<file path="config.mk">
export PLATFORM = sky130hd
export DESIGN_NAME = dlart_console_ctrl
export DESIGN_NICKNAME = d
export VERILOG_FILES = /design/src/rtl/dlart_console_ctrl.sv
export SDC_FILE = /design/constraint.sdc
export NUM_CORES = 1
export LEC_CHECK = 0
export BUFFER_PORTS_ARGS = -buffer_cell sky130_fd_sc_hd__buf_2
export CORE_MARGIN = 4
export CORE_UTILIZATION = 56
export CTS_CLUSTER_SIZE = 8
export DETAILED_ROUTE_END_ITERATION = 7
export GPL_TIMING_DRIVEN = 0
export PLACE_DENSITY = 0.79
export SYNTH_ARGS = -nofsm -noshare
export SYNTH_HDL_FRONTEND = slang
export SYNTH_SLANG_ARGS = --single-unit
</file>
<file path="constraint.sdc">
create_clock -name clk -period 2.9 [get_ports clk]
set_clock_uncertainty 0.1 [all_clocks]
set_input_delay 0.29 -clock clk [delete_from_list [all_inputs] [get_ports clk]]
set_output_delay 0.29 -clock clk [all_outputs]
set_load 0.05 [all_outputs]
</file>
<file path="src/rtl/dlart_console_ctrl.sv">
// dlart_console_ctrl: DCJ11 console DLART (RCSR/RBUF/XCSR/XBUF) with RX/TX byte FIFOs.
// Optional feature macro: DLART_IRQ_EN (CSR interrupt enables and rx_irq/tx_irq ports). Rev 1.0
`default_nettype none

module dlart_console_ctrl #(
  parameter int          FIFO_DEPTH  = 4,
  parameter logic [21:0] BASE_ADDR   = 22'o17777560,
  parameter int          SYNC_STAGES = 2
) (
  input  logic        clk,
  input  logic        rst_n,
  input  logic        ale_n,
  input  logic        sctl_n,
  input  logic        bufctl_n,
  input  logic [3:0]  aio,
  input  logic [1:0]  bs,
  input  logic [21:0] dal_in,
  output logic [15:0] dal_out,
  output logic        dal_oe,
  output logic        dlart_hit,
  output logic [7:0]  tx_data,
  output logic        tx_valid,
  input  logic        tx_ack,
  input  logic [7:0]  rx_data,
  input  logic        rx_valid
`ifdef DLART_IRQ_EN
  ,
  output logic        rx_irq,
  output logic        tx_irq
`endif
);

  localparam int AW = (FIFO_DEPTH > 1) ? $clog2(FIFO_DEPTH) : 1;
  localparam logic [AW:0] FULL_CNT = (AW+1)'(FIFO_DEPTH);

  localparam logic [1:0] ST_IDLE = 2'b00;
  localparam logic [1:0] ST_ADDR = 2'b01;
  localparam logic [1:0] ST_RD   = 2'b10;
  localparam logic [1:0] ST_WR   = 2'b11;

  localparam logic [1:0] SEL_RCSR = 2'b00;
  localparam logic [1:0] SEL_RBUF = 2'b01;
  localparam logic [1:0] SEL_XCSR = 2'b10;
  localparam logic [1:0] SEL_XBUF = 2'b11;

  // Strobe synchronizers; reset to the inactive (high) level so no edge appears at release.
  logic [SYNC_STAGES-1:0] ale_s, sctl_s, bufctl_s;
  logic                   ale_d, sctl_d, bufctl_d;

  always_ff @(posedge clk or negedge rst_n) begin
    if (!rst_n) begin
      ale_s    <= '1;
      sctl_s   <= '1;
      bufctl_s <= '1;
      ale_d    <= 1'b1;
      sctl_d   <= 1'b1;
      bufctl_d <= 1'b1;
    end else begin
      ale_s    <= {ale_s[SYNC_STAGES-2:0], ale_n};
      sctl_s   <= {sctl_s[SYNC_STAGES-2:0], sctl_n};
      bufctl_s <= {bufctl_s[SYNC_STAGES-2:0], bufctl_n};
      ale_d    <= ale_s[SYNC_STAGES-1];
      sctl_d   <= sctl_s[SYNC_STAGES-1];
      bufctl_d <= bufctl_s[SYNC_STAGES-1];
    end
  end

  logic ale_fall, ale_rise, sctl_fall, bufctl_rise, bufctl_low;
  assign ale_fall    =  ale_d & ~ale_s[SYNC_STAGES-1];
  assign ale_rise    = ~ale_d &  ale_s[SYNC_STAGES-1];
  assign sctl_fall   =  sctl_d & ~sctl_s[SYNC_STAGES-1];
  assign bufctl_rise = ~bufctl_d & bufctl_s[SYNC_STAGES-1];
  assign bufctl_low  = ~bufctl_s[SYNC_STAGES-1];

  logic [1:0] state;
  logic [1:0] sel_q;
  logic [3:0] aio_q;
  logic       hit_q;
  logic       rd_rbuf_q, rd_pop_q;

  logic rd_enter, wr_enter, rd_exit;
  assign rd_enter = (state == ST_ADDR) && !ale_rise && bufctl_low && aio_q[3] && hit_q;
  assign wr_enter = (state == ST_ADDR) && !ale_rise && sctl_fall && hit_q &&
                    ((aio_q == 4'b0001) || (aio_q == 4'b0011));
  assign rd_exit  = (state == ST_RD) && (ale_rise || bufctl_rise);

  // RX FIFO
  logic [7:0]  rx_mem [FIFO_DEPTH];
  logic [AW-1:0] rx_wr, rx_rd;
  logic [AW:0] rx_cnt;
  logic        rx_push, rx_pop, rx_nonempty, overrun;

  assign rx_nonempty = (rx_cnt != '0);
  assign rx_pop      = rd_exit && rd_pop_q && rx_nonempty;
  assign rx_push     = rx_valid && ((rx_cnt != FULL_CNT) || rx_pop);

  // TX FIFO
  logic [7:0]  tx_mem [FIFO_DEPTH];
  logic [AW-1:0] tx_wr, tx_rd;
  logic [AW:0] tx_cnt;
  logic        tx_push, tx_pop, tx_notfull;

  assign tx_notfull = (tx_cnt != FULL_CNT);
  assign tx_pop     = tx_ack && (tx_cnt != '0);
  assign tx_push    = wr_enter && (sel_q == SEL_XBUF) && (tx_notfull || tx_pop);
  assign tx_valid   = (tx_cnt != '0);
  assign tx_data    = tx_valid ? tx_mem[tx_rd] : 8'h00;

  always_ff @(posedge clk) begin
    if (rx_push) rx_mem[rx_wr] <= rx_data;
    if (tx_push) tx_mem[tx_wr] <= dal_in[7:0];
  end

  always_ff @(posedge clk or negedge rst_n) begin
    if (!rst_n) begin
      rx_wr   <= '0;
      rx_rd   <= '0;
      rx_cnt  <= '0;
      tx_wr   <= '0;
      tx_rd   <= '0;
      tx_cnt  <= '0;
      overrun <= 1'b0;
    end else begin
      if (rx_push) rx_wr <= rx_wr + 1'b1;
      if (rx_pop)  rx_rd <= rx_rd + 1'b1;
      rx_cnt <= rx_cnt + (AW+1)'(rx_push) - (AW+1)'(rx_pop);
      if (tx_push) tx_wr <= tx_wr + 1'b1;
      if (tx_pop)  tx_rd <= tx_rd + 1'b1;
      tx_cnt <= tx_cnt + (AW+1)'(tx_push) - (AW+1)'(tx_pop);
      if (rx_valid && !rx_push)
        overrun <= 1'b1;
      else if (rd_exit && rd_rbuf_q)
        overrun <= 1'b0;
    end
  end

  logic rx_ie, tx_ie;
`ifdef DLART_IRQ_EN
  always_ff @(posedge clk or negedge rst_n) begin
    if (!rst_n) begin
      rx_ie  <= 1'b0;
      tx_ie  <= 1'b0;
      rx_irq <= 1'b0;
      tx_irq <= 1'b0;
    end else begin
      if (wr_enter && (sel_q == SEL_RCSR)) rx_ie <= dal_in[6];
      if (wr_enter && (sel_q == SEL_XCSR)) tx_ie <= dal_in[6];
      rx_irq <= rx_nonempty & rx_ie;
      tx_irq <= tx_notfull & tx_ie;
    end
  end
`else
  assign rx_ie = 1'b0;
  assign tx_ie = 1'b0;
`endif

  logic [15:0] rd_mux;
  always_comb begin
    rd_mux = 16'h0000;
    case (sel_q)
      SEL_RCSR: rd_mux = {8'h00, rx_nonempty, rx_ie, 6'b000000};
      SEL_RBUF: rd_mux = {overrun, overrun, 6'b000000, rx_nonempty ? rx_mem[rx_rd] : 8'h00};
      SEL_XCSR: rd_mux = {8'h00, tx_notfull, tx_ie, 6'b000000};
      default:  rd_mux = 16'h0000;
    endcase
  end

  // Bus cycle FSM; synced ale_n rise aborts any state back to IDLE.
  always_ff @(posedge clk or negedge rst_n) begin
    if (!rst_n) begin
      state     <= ST_IDLE;
      sel_q     <= 2'b00;
      aio_q     <= 4'b0000;
      hit_q     <= 1'b0;
      rd_rbuf_q <= 1'b0;
      rd_pop_q  <= 1'b0;
      dal_oe    <= 1'b0;
      dal_out   <= 16'h0000;
    end else begin
      if (ale_rise) begin
        state <= ST_IDLE;
        hit_q <= 1'b0;
      end else begin
        case (state)
          ST_IDLE: if (ale_fall) begin
            state <= ST_ADDR;
            sel_q <= dal_in[2:1];
            aio_q <= aio;
            hit_q <= (bs == 2'b10) && (dal_in[21:3] == BASE_ADDR[21:3]) && (aio != 4'b1111);
          end
          ST_ADDR: begin
            if (rd_enter)      state <= ST_RD;
            else if (wr_enter) state <= ST_WR;
          end
          ST_RD:   if (bufctl_rise) state <= ST_ADDR;
          default: state <= state;
        endcase
      end
      if (rd_enter) begin
        dal_oe    <= 1'b1;
        dal_out   <= rd_mux;
        rd_rbuf_q <= (sel_q == SEL_RBUF);
        rd_pop_q  <= (sel_q == SEL_RBUF) && rx_nonempty;
      end else if (rd_exit) begin
        dal_oe    <= 1'b0;
        dal_out   <= 16'h0000;
        rd_rbuf_q <= 1'b0;
        rd_pop_q  <= 1'b0;
      end
    end
  end

  assign dlart_hit = hit_q;

  logic unused_bits;
  assign unused_bits = dal_in[0];

endmodule

`default_nettype wire
</file>
Word-level counts from Yosys, hierarchy flattened
Memory sizes are Yosys's and may differ from the RTL's.
Index checks and enable logic that the tools add are counted.
Operators by class
  add/subtract/negate cells: 8
  multipliers: 0
  div/mod/pow operators: 0
  magnitude comparators: 0
  equality and inequality tests: 15
  shift-type cells: 0
  mux-type cells: 24
  bitwise logic cells: 10
  reduce and logical (&&, ||, !) cells: 37
Operator list (number)
  case mux 16 bit (3 select lines): 1
  2-to-1 mux 16 bit: 2
  equality test 19 bit (second input constant): 1
  logical AND 1 bit: 19
  2-to-1 mux 8 bit: 2
  2-to-1 mux 1 bit: 13
  != test 3 bit (second input constant): 4
  2-to-1 mux 2 bit: 5
  adder 2 x 1 -> 2 bit (second input constant): 4
  equality test 2 bit (second input constant): 4
  != test 4 bit (second input constant): 2
  nonzero test 2 bit: 4
  adder 3 x 1 -> 3 bit: 2
  NOT 1 bit: 6
  case mux 2 bit (3 select lines): 1
  nonzero test 3 bit: 2
  subtractor 3 x 1 -> 3 bit: 2
  bitwise AND 1 bit: 4
  equality test 2 x 1 -> 1 bit (second input constant): 2
  equality test 4 x 1 -> 1 bit (second input constant): 1
  equality test 4 x 2 -> 1 bit (second input constant): 1
  logical NOT 2 bit: 2
  logical OR 1 bit: 4
  AND reduction 4 bit: 1
  4 further kinds: 5
Word-level totals
  bits in registers: 52
  bits in latches: 0
  RAM bits: 64
  bits in read-only memories: 0
  bits of input ports: 43
  output and inout port bits: 27
  word-level logic and storage cells: 117
  memories: 2
Memory list
  rx_mem: depth 4, bits a word 8, read ports 1, clocked after Yosys merged registers in 0, write ports 1, RTL line 88  | logic [7:0] rx_mem [FIFO_DEPTH];
  tx_mem: depth 4, bits a word 8, read ports 1, clocked after Yosys merged registers in 0, write ports 1, RTL line 98  | logic [7:0] tx_mem [FIFO_DEPTH];

Longest topological paths before layout
Gate-level depths: netlist of the first run.
  depth after elaboration: 11
  depth in mapped cells: 12
  mapped depth without buffers: 12

Worst setup path before layout of the first run
Ideal clock, no wire load.
  path type: reg2reg
  start: reg ale_s[1]
  end: reg rx_cnt[2]
  library setup time: 126 ps
  arrival: 2374 ps
  data required time: 2674 ps
  slack: 300 ps
  cell stages (with the launch flop): 12
  path buffers: 0
  period minus slack after synthesis: 2600 ps
  cell sequence: dfstp_2 ha_1 o211ai_2 a31oi_4 inv_1 ha_1 inv_1 ha_1 inv_1 fa_1 xnor2_1 xnor2_1
Between the ends
  word-level cells in the longest chain between the ends: 9
Ends and longest elaborated chain
  start: declaration: RTL line 47  | logic [SYNC_STAGES-1:0] ale_s, sctl_s, bufctl_s;
  start signal: assignment: RTL line 59  | ale_s <= {ale_s[SYNC_STAGES-2:0], ale_n};
  bitwise AND 1 bit (*): RTL line 70  | assign ale_rise = ~ale_d & ale_s[SYNC_STAGES-1];
  logical OR 1 bit (*): RTL line 85  | assign rd_exit = (state == ST_RD) && (ale_rise || bufctl_rise);
  logical AND 1 bit (*): RTL line 85
  logical AND 1 bit (*) (2 in a row): RTL line 94  | assign rx_pop = rd_exit && rd_pop_q && rx_nonempty;
  logical OR 1 bit: RTL line 95  | assign rx_push = rx_valid && ((rx_cnt != FULL_CNT) || rx_pop);
  logical AND 1 bit: RTL line 95
  adder 3 x 1 -> 3 bit: RTL line 126  | rx_cnt <= rx_cnt + (AW+1)'(rx_push) - (AW+1)'(rx_pop);
  subtractor 3 x 1 -> 3 bit (*): RTL line 126
  end signal: assignment: RTL line 126
  end: declaration: RTL line 90  | logic [AW:0] rx_cnt;
Mark *: on every way between the ends. The rest lies on a longest branch, timed or not.
A chain may end at the register's enable or synchronous reset.

Final worst setup path of the first run
  start: reg ale_d
  end: reg tx_cnt[2]
Between the ends
  word-level cells in the longest chain between the ends: 11
Ends and longest elaborated chain
  start: declaration: RTL line 48  | logic ale_d, sctl_d, bufctl_d;
  start signal: assignment: RTL line 62  | ale_d <= ale_s[SYNC_STAGES-1];
  NOT 1 bit: RTL line 70
  bitwise AND 1 bit: RTL line 70
  logical NOT 1 bit: RTL line 83  | assign wr_enter = (state == ST_ADDR) && !ale_rise && sctl_fall && hit_q &&
  logical AND 1 bit (4 in a row): RTL line 83
  logical AND 1 bit (2 in a row): RTL line 105  | assign tx_push = wr_enter && (sel_q == SEL_XBUF) && (tx_notfull || tx_pop);
  adder 3 x 1 -> 3 bit: RTL line 129  | tx_cnt <= tx_cnt + (AW+1)'(tx_push) - (AW+1)'(tx_pop);
  subtractor 3 x 1 -> 3 bit: RTL line 129
  end signal: assignment: RTL line 129
  end: declaration: RTL line 100  | logic [AW:0] tx_cnt;
Every way passes these cells.

==> flow_summary.yaml, run 1 <==
die:
  die_area_um2: 9630
  core_area_um2: 7810
  start_util_pct: 58.3
  fp.dieW_um: 98.2
  die_h_um: 98.2
  rows: 32
  io-pin-count: 70
yosys:
  postSynthCellCount: 273
  ys_warn_count: 0
  synth_seq_cells: 108
  seq_area_frac_synth_pct: 66.7
  synthArstFlopShare_pct: 40.7
  synth_edf_count: 64
  synth_area_per_cell_um2: 16.7
  synthTopCellsByCount: "edfxtp_1, dfrtp_1, and2_1"
  ys_types: 52
  synth_area_um2: 4550
  synth.most_common_cell: "edfxtp_1"
  yosys-top-cells-area: "edfxtp_1, dfrtp_1, dfstp_2"
  synth_top_area_share_pct: 42.2
  ys.flop_type: "edfxtp_1"
  yosys.area.top_type: "edfxtp_1"
routing:
  drc: 0
  routed_via_density: 5.36
  antenna_left: 0
  firstDrtPassIters: 4
  drtIter0Drc: 88
  wl_per_cell_um: 16.2
  wirelength_um: 7520
  vias: 2481
timing:
  timing.final.crit_share_pct: 94.4
  setup_viol: 0
  worstMarginPinSlew_ns: 0.969
  hold_viol_final: 0
  max_freq_ghz: 0.365
  rsz0062_at_grt: "no"
  tns_ns: 0
  drv_slew: 0
  slew_headroom_pct: 35.4
  period_needed_ns: 2.74
setup_path:
  crit_fanout: 7
  path_class: "flip-flop to flip-flop"
  crit_required_ns: 3.09
  critPathArrivalTime_ns: 2.92
  setup.worst_path.end_class: "flip-flop"
  crit_path_start_kind: "flip-flop"
clock_tree:
  cts_tree: "done"
  clockRootBuffer: "clkbuf_8"
  cts_sinks: 108
  clkLatencyLatePin_ns: 0.36
  clkTransAtPathRegs_ns: 0.11
  cts_buffers: 9
  htreeDepth: 3
  clock_path_buffers: 2
layout:
  nets: 415
  n_antenna_cell: 0
  multi_input_area_um2: 1380
  seqCellArea_um2: 3030
  fin_cells: 463
  syn_to_final_growth_pct: 15.6
  drive_gt1_share_pct: 34.3
  nFillCells: 542
min_path:
  hold_path_class: "primary input to flip-flop"
global_route:
  grt_antenna_before_repair: 0
  grtUsageTotal_pct: 16.8
  first_global_vias: 2570
  grt_overflow: 0
  grt_pass1_wl_um: 12700
  grt_max_degree: 45
power:
  power_density_nw_per_um2: 771
  p_leak_nw: 2.14
  max-vdd-ir-drop_v: 0.000455
placement:
  hpwl_um: 5440
  io_buffers: 63
  gp_congestion: 0.747
  placed_cells: 443
status:
  outcome: "complete, no violations"
job:
  drv_cap: 0
[flip-flops by register name, summed over array words and instances (netlist names), 3 cells and up]
| name | cells |
|---|---|
| rx_cnt | 3 |
| tx_mem | 32 |
| dal_out | 9 |
| aio_q | 3 |
| tx_cnt | 3 |
| rx_mem | 32 |
[per-layer routing]
metal  vias to the layer above  part of all wire, %  global-route usage [%]
met1                      1234                   44                    22.6
met5                         -                    0                       0
li1                       1181                    -                       -
met3                         9                  5.2                    4.50
met4                         0                  1.6                    5.57
met2                        57                   49                    27.1
[cell type report]
| class | instances | area share [%] |
|---|---|---|
| Multi-Input combinational cell | 139 | 26.3 |
| Tap cell | 102 | 2.43 |
| Buffer | 16 | 2.00 |
| Timing Repair Buffer | 67 | 6.76 |
| Clock inverter | 7 | 1.40 |
| Inverter | 15 | 1.07 |
| Clock buffer | 9 | 2.35 |
| Sequential cell | 108 | 57.7 |
[what timing repair did]
action	CTS	global route
hold buffers	4	0
gates resized for setup	0	2
endpoints found under the hold margin	5	0
buffers inserted	0	0
setup endpoints to repair	0	2
[report_power, final]
group | switching (mW) | leakage [nW] | internal [mW] | total (mW)
clock network | 0.544 | 0.0950 | 0.345 | 0.889
registers | 0.143 | 1.12 | 1.87 | 2.01
logic | 0.704 | 0.931 | 0.448 | 1.15
[worst max-delay path, stage by stage (launching register included)]
cell and delay [ns]:
dfstp_2 0.55, inv_1 0.05, ha_1 0.19, and4bb_4 0.32, and2_4 0.15, o2111a_2 0.29, a21o_1 0.14, ha_1 0.13
inv_1 0.04, fa_1 0.37, xnor2_1 0.18, xnor2_1 0.14
[final timing paths]
| kind | from | to | slack, ns | cells past startpoint |
|---|---|---|---|---|
| worst max-delay path | ale_d | tx_cnt[2] | 0.16 | 11 |
| worst min-delay path | rx_data[3] | rx_mem[3][3] | 0.03 | 1 |
| worst max register to register | ale_d | tx_cnt[2] | 0.16 | 11 |
| worst min register to register | bufctl_s[0] | bufctl_s[1] | 0.26 | 0 |
| max in group asynchronous | rst_n | sel_q[1] | 1.58 | 2 |
| min in group asynchronous | rst_n | dal_oe | 0.52 | 2 |
[per-stage QoR]
| step | setup slack [ns] | total power [mW] | util, % | cell area, µm² | hold slack (ns) |
|---|---|---|---|---|---|
| after floorplan | 0.300 | 2.92 | - | 4570 | -0.106 |
| after CTS | 0.0615 | 4.10 | 67.3 | 5250 | 0.0117 |
| after global placement | 0.130 | 3.17 | 64.2 | 5010 | 0.246 |
| after detailed placement | 0.0858 | 3.21 | 64.2 | 5010 | 0.249 |
| after global routing | 0.00879 | 4.31 | 67.4 | 5260 | 0.00630 |
| final | 0.162 | 4.05 | 67.4 | 5260 | 0.0331 |
[logic make-up (layout without fill, tap and decap cells)]
family	count (synthesis)	in the layout	share of synthesized area, %
DFF	108	108	66.7
and+or+nand+nor	56	56	7.37
buffers and inverters	31	114	3.55
AOI/OAI and AO/OA	28	28	5.47
muxes	23	23	10.2
adders and majority gates	16	16	4.73
xor gates and xnor gates	10	10	1.92
other	1	6	0.0824
[placed cells by master, fill, tap and decap left out, drive strengths merged, types with 3 or more instances in the layout]
cell,Yosys,final
buf,11,74
edfxtp,64,64
dfrtp,35,35
inv,15,20
and2,18,18
mux4,16,16
ha,14,14
clkbuf,5,14
xnor2,9,9
dfstp,9,9
nand2,7,7
nor2,7,7
a32o,7,7
mux2,7,7
nand4,6,6
conb,1,6
o21ai,4,4
dlygate4sd3,0,4
nor2b,3,3
Note: power is estimated with default switching activity, not from simulation.
==> run 2, diff against run 1 <==
CORE_UTILIZATION = 40   (was 56)
PLACE_DENSITY = unset   (was 0.79)
SKIP_LAST_GASP = 1   (was unset)
==> flow_summary.yaml, run 2 (synthesized netlist as in run 1, its figures left out) <==
power:
  max-vdd-ir-drop_v: 0.000462
  p_switching_mw: 1.46
  internal-power_mw: 2.94
  seq_power_share_pct: 45.6
  power_density_nw_per_um2: 813
  switching_share_pct: 33.2
  totalPowerFinal_mw: 4.40
  clkPwrFrac_pct: 28.0
  combPwrFrac_pct: 26.3
  p_leak_nw: 2.20
routing:
  vias: 2467
  firstDrtPassIters: 4
  wl_per_cell_um: 15.7
  drc: 0
  antenna_left: 0
  routed_via_density: 4.92
  wirelength_um: 7860
  drtIter0Drc: 66
setup_path:
  reg2reg_from: "ale_s[1]"
  crit_path_start_kind: "flip-flop"
  rr_worst_depth: 11
  setup.worst_path.end_class: "flip-flop"
  reg2reg_slack_ns: 0.17
  path_class: "flip-flop to flip-flop"
  r2r-end: "rx_cnt[2]"
  crit_path_start: "ale_s[1]"
  crit_fanout: 7
  critPathArrivalTime_ns: 2.89
  crit_required_ns: 3.06
die:
  start_util_pct: 41.4
  die_area_um2: 13200
  fp.dieW_um: 115
  rows: 38
  io-pin-count: 70
  core_area_um2: 11000
  die_h_um: 115
layout:
  nFillCells: 939
  fin_cells: 501
  layout_commonest_cell: "buf_2"
  reg_top3: "rx_mem: 32 flops, tx_mem: 32 flops, dal_out: 9 flops"
  n_antenna_cell: 0
  nets: 415
  final_cell_mix: "buf_2, edfxtp_1, dfrtp_1, and2_1, inv_1"
  syn_to_final_growth_pct: 18.8
  drive_gt1_share_pct: 34.3
clock_tree:
  htreeDepth: 3
  clkTransAtPathRegs_ns: 0.08
  clock_path_buffers: 2
  clockRootBuffer: "clkbuf_16"
  cts_sinks: 108
  cts_buffers: 9
  clkLatencyLatePin_ns: 0.35
  cts_tree: "done"
min_path:
  hold_path_class: "primary input to asynchronous set/reset pin"
placement:
  gp_congestion: 0.712
  io_buffers: 63
  placed_cells: 481
  hpwl_um: 5580
global_route:
  grtUsageTotal_pct: 13.1
  grt_overflow: 0
  grt_max_degree: 45
  grt_antenna_before_repair: 0
  first_global_vias: 2667
  grt_pass1_wl_um: 13200
timing:
  timing.final.crit_share_pct: 94.2
  drv_slew: 0
  worstMarginPinSlew_ns: 0.998
  max_freq_ghz: 0.366
  tns_ns: 0
  rsz0062_at_grt: "yes"
  hold_viol_final: 0
  period_needed_ns: 2.73
  slew_headroom_pct: 33.5
  setup_viol: 0
job:
  drv_cap: 0
status:
  outcome: "complete, no violations"
[run 2: what timing repair did]
item	CTS	global route
pin swaps	0	1
hold buffers	3	0
gates resized for setup	1	0
setup buffers	0	1
setup endpoints to repair	1	2
endpoints found under the hold margin	3	0
[run 2: critical path, stage by stage (launching register included)]
cell and delay (ns):
dfstp_2 0.56, ha_2 0.28, o211ai_2 0.16, a31oi_4 0.25
inv_1 0.07, ha_1 0.28, inv_1 0.05, ha_1 0.12
inv_1 0.05, fa_1 0.37, xnor2_1 0.19, xnor2_1 0.15
[run 2: how the worst max path moves through the flow]
| stage | to | slack [ns] | cells after the start |
|---|---|---|---|
| finish | rx_cnt[2] | 0.17 | 11 |
| global route | rx_cnt[2] | -0.01 | 11 |
| CTS | rx_cnt[2] | 0.08 | 11 |
| detailed placement | rx_cnt[2] | 0.02 | 11 |
| global placement | rx_cnt[2] | 0.07 | 11 |
| floorplan | rx_cnt[2] | 0.30 | 11 |
[run 2: power groups by stage]
stage | Combinational, mW | Clock [mW] | Sequential (mW)
finish | 1.16 | 1.23 | 2.01
global route | 1.28 | 1.33 | 2.04
CTS | 1.19 | 1.28 | 2.01
detailed placement | 1.18 | 0 | 2.04
global placement | 1.15 | 0 | 2.03
floorplan | 0.913 | 0 | 2.01
[run 2: metrics by stage]
stage                     utilization, %  cell area, µm²  setup WS (ns)  hold WS (ns)
after floorplan                        -            4570          0.300        -0.106
after CTS                           49.2            5400         0.0782        0.0389
after global routing                49.2            5410        -0.0101        0.0444
after global placement              46.1            5060         0.0739         0.246
after detailed placement            46.1            5060         0.0190         0.248
final                               49.2            5410          0.167        0.0188
[run 2: cell type report]
| type | count | area [µm²] | share of cell area (%) |
|---|---|---|---|
| Multi-Input combinational cell | 139 | 1380 | 25.5 |
| Tap cell | 140 | 175 | 3.24 |
| Inverter | 15 | 56.3 | 1.04 |
| Clock buffer | 9 | 225 | 4.16 |
| Timing Repair Buffer | 67 | 353 | 6.52 |
| Buffer | 16 | 105 | 1.94 |
| Sequential cell | 108 | 3030 | 56.1 |
| Clock inverter | 7 | 81.3 | 1.50 |
[run 2: per-layer routing]
| layer | up-vias | wire length [µm] | track usage, % |
|---|---|---|---|
| met5 | - | 0 | 0 |
| met4 | 0 | 84 | 3.80 |
| met3 | 8 | 352 | 3.65 |
| met2 | 43 | 4180 | 24.0 |
| met1 | 1233 | 3240 | 14.8 |
| li1 | 1183 | - | - |
==> run 3, diff against run 2 <==
MAX_ROUTING_LAYER = met4   (was unset)
==> flow_summary.yaml, run 3 (synthesized netlist as in run 1, its figures left out) <==
layout:
  reg_top3: "rx_mem: 32 flops, tx_mem: 32 flops, dal_out: 9 flops"
  layout_commonest_cell: "buf_2"
  nets: 415
  syn_to_final_growth_pct: 18.8
  seqCellArea_um2: 3030
  n_antenna_cell: 0
  multi_input_area_um2: 1380
  drive_gt1_share_pct: 34.3
  nFillCells: 939
  final_cell_mix: "buf_2, edfxtp_1, dfrtp_1, and2_1, inv_1"
  fin_cells: 501
setup_path:
  reg2reg_from: "ale_s[1]"
  rr_worst_depth: 11
  setup.worst_path.end_class: "flip-flop"
  critPathArrivalTime_ns: 2.89
  critPathBufInv: 3
  crit_family: "adder cells"
  path_class: "flip-flop to flip-flop"
  r2r-end: "rx_cnt[2]"
  reg2reg_slack_ns: 0.17
  crit_fanout: 7
  crit_path_start_kind: "flip-flop"
  slowest_stage: "dfstp_2"
  crit_top_cell: "inv_1"
  crit_required_ns: 3.06
  cp_cell_sequence: "ha_2 > o211ai_2 > a31oi_4 > inv_1 > ha_1 > inv_1 > ha_1 > inv_1 > fa_1 > xnor2_1 > xnor2_1"
  critPathMaxStageDelay_ns: 0.56
clock_tree:
  htreeDepth: 3
  clock_path_buffers: 2
  cts_sinks: 108
  clockRootBuffer: "clkbuf_16"
  clkTransAtPathRegs_ns: 0.08
  clkLatencyLatePin_ns: 0.35
  cts_buffers: 9
  cts_tree: "done"
timing:
  tns_ns: 0
  max_freq_ghz: 0.366
  period_needed_ns: 2.73
  setup_viol: 0
  worstMarginPinSlew_ns: 1.00
  slew_headroom_pct: 33.2
  hold_viol_final: 0
  drv_slew: 0
  rsz0062_at_grt: "yes"
  timing.final.crit_share_pct: 94.2
routing:
  wl_per_cell_um: 15.7
  antenna_left: 0
  wirelength_um: 7880
  routed_via_density: 4.92
  vias: 2467
  firstDrtPassIters: 4
  drtIter0Drc: 64
  drc: 0
power:
  max-vdd-ir-drop_v: 0.000462
  power_density_nw_per_um2: 814
  p_leak_nw: 2.20
placement:
  hpwl_um: 5580
  io_buffers: 63
  gp_congestion: 0.720
  placed_cells: 481
die:
  core_area_um2: 11000
  rows: 38
  fp.dieW_um: 115
  die_area_um2: 13200
  start_util_pct: 41.4
  die_h_um: 115
  io-pin-count: 70
global_route:
  grt_max_degree: 45
  grt_antenna_before_repair: 0
  first_global_vias: 2666
  grt_pass1_wl_um: 13300
  grtUsageTotal_pct: 13.5
  grt_overflow: 0
status:
  outcome: "complete, no violations"
min_path:
  hold_path_class: "primary input to asynchronous set/reset pin"
job:
  drv_cap: 0
-- run 3: metal layers --
| layer | track usage, % | vias to the layer above | part of all wire [%] | wire, µm |
|---|---|---|---|---|
| li1 | - | 1182 | - | - |
| met1 | 14.9 | 1237 | 41 | 3240 |
| met2 | 24.0 | 43 | 53 | 4210 |
| met3 | 3.70 | 5 | 4.4 | 346 |
| met4 | 3.56 | 0 | 0.96 | 76 |
| met5 | - | - | 0 | 0 |
-- run 3: worst max-delay path by stage --
stage          depth (start not counted)      from         to
6_report                              11  ale_s[1]  rx_cnt[2]
5_1_grt                               11  ale_s[1]  rx_cnt[2]
4_1_cts                               11  ale_s[1]  rx_cnt[2]
3_5_place_dp                          11  ale_s[1]  rx_cnt[2]
3_3_place_gp                          11  ale_s[1]  rx_cnt[2]
2_1_floorplan                         11  ale_s[1]  rx_cnt[2]
-- run 3: report_power, final --
group	internal (mW)	switching (mW)	leakage [nW]
clock	0.623	0.612	0.152
combinational	0.446	0.713	0.932
sequential	1.87	0.136	1.12
-- run 3: final cells by class --
type / instances / area share [%]
Sequential cell: 108 / 56.1
Clock inverter: 7 / 1.50
Clock buffer: 9 / 4.16
Tap cell: 140 / 3.24
Timing Repair Buffer: 67 / 6.52
Buffer: 16 / 1.94
Inverter: 15 / 1.04
Multi-Input combinational cell: 139 / 25.5
-- run 3: timing repair --
| item | 4_1_cts | 5_1_grt |
|---|---|---|
| pin swaps | 0 | 1 |
| hold buffers | 3 | 0 |
| resized for setup | 1 | 0 |
| gates cloned | 0 | 0 |
| hold endpoints to repair | 3 | 0 |
| setup endpoints to repair | 1 | 2 |
| buffers inserted | 0 | 1 |
-- run 3: through the flow --
step	area, µm²	power [mW]	utilization (%)	hold slack, ns	setup WS [ns]
2_1_floorplan	4570	2.92	-	-0.106	0.300
3_3_place_gp	5060	3.19	46.1	0.246	0.0739
3_5_place_dp	5060	3.22	46.1	0.248	0.0190
4_1_cts	5400	4.47	49.2	0.0389	0.0782
5_1_grt	5410	4.65	49.2	0.0440	-0.0105
6_report	5410	4.40	49.2	0.0197	0.167
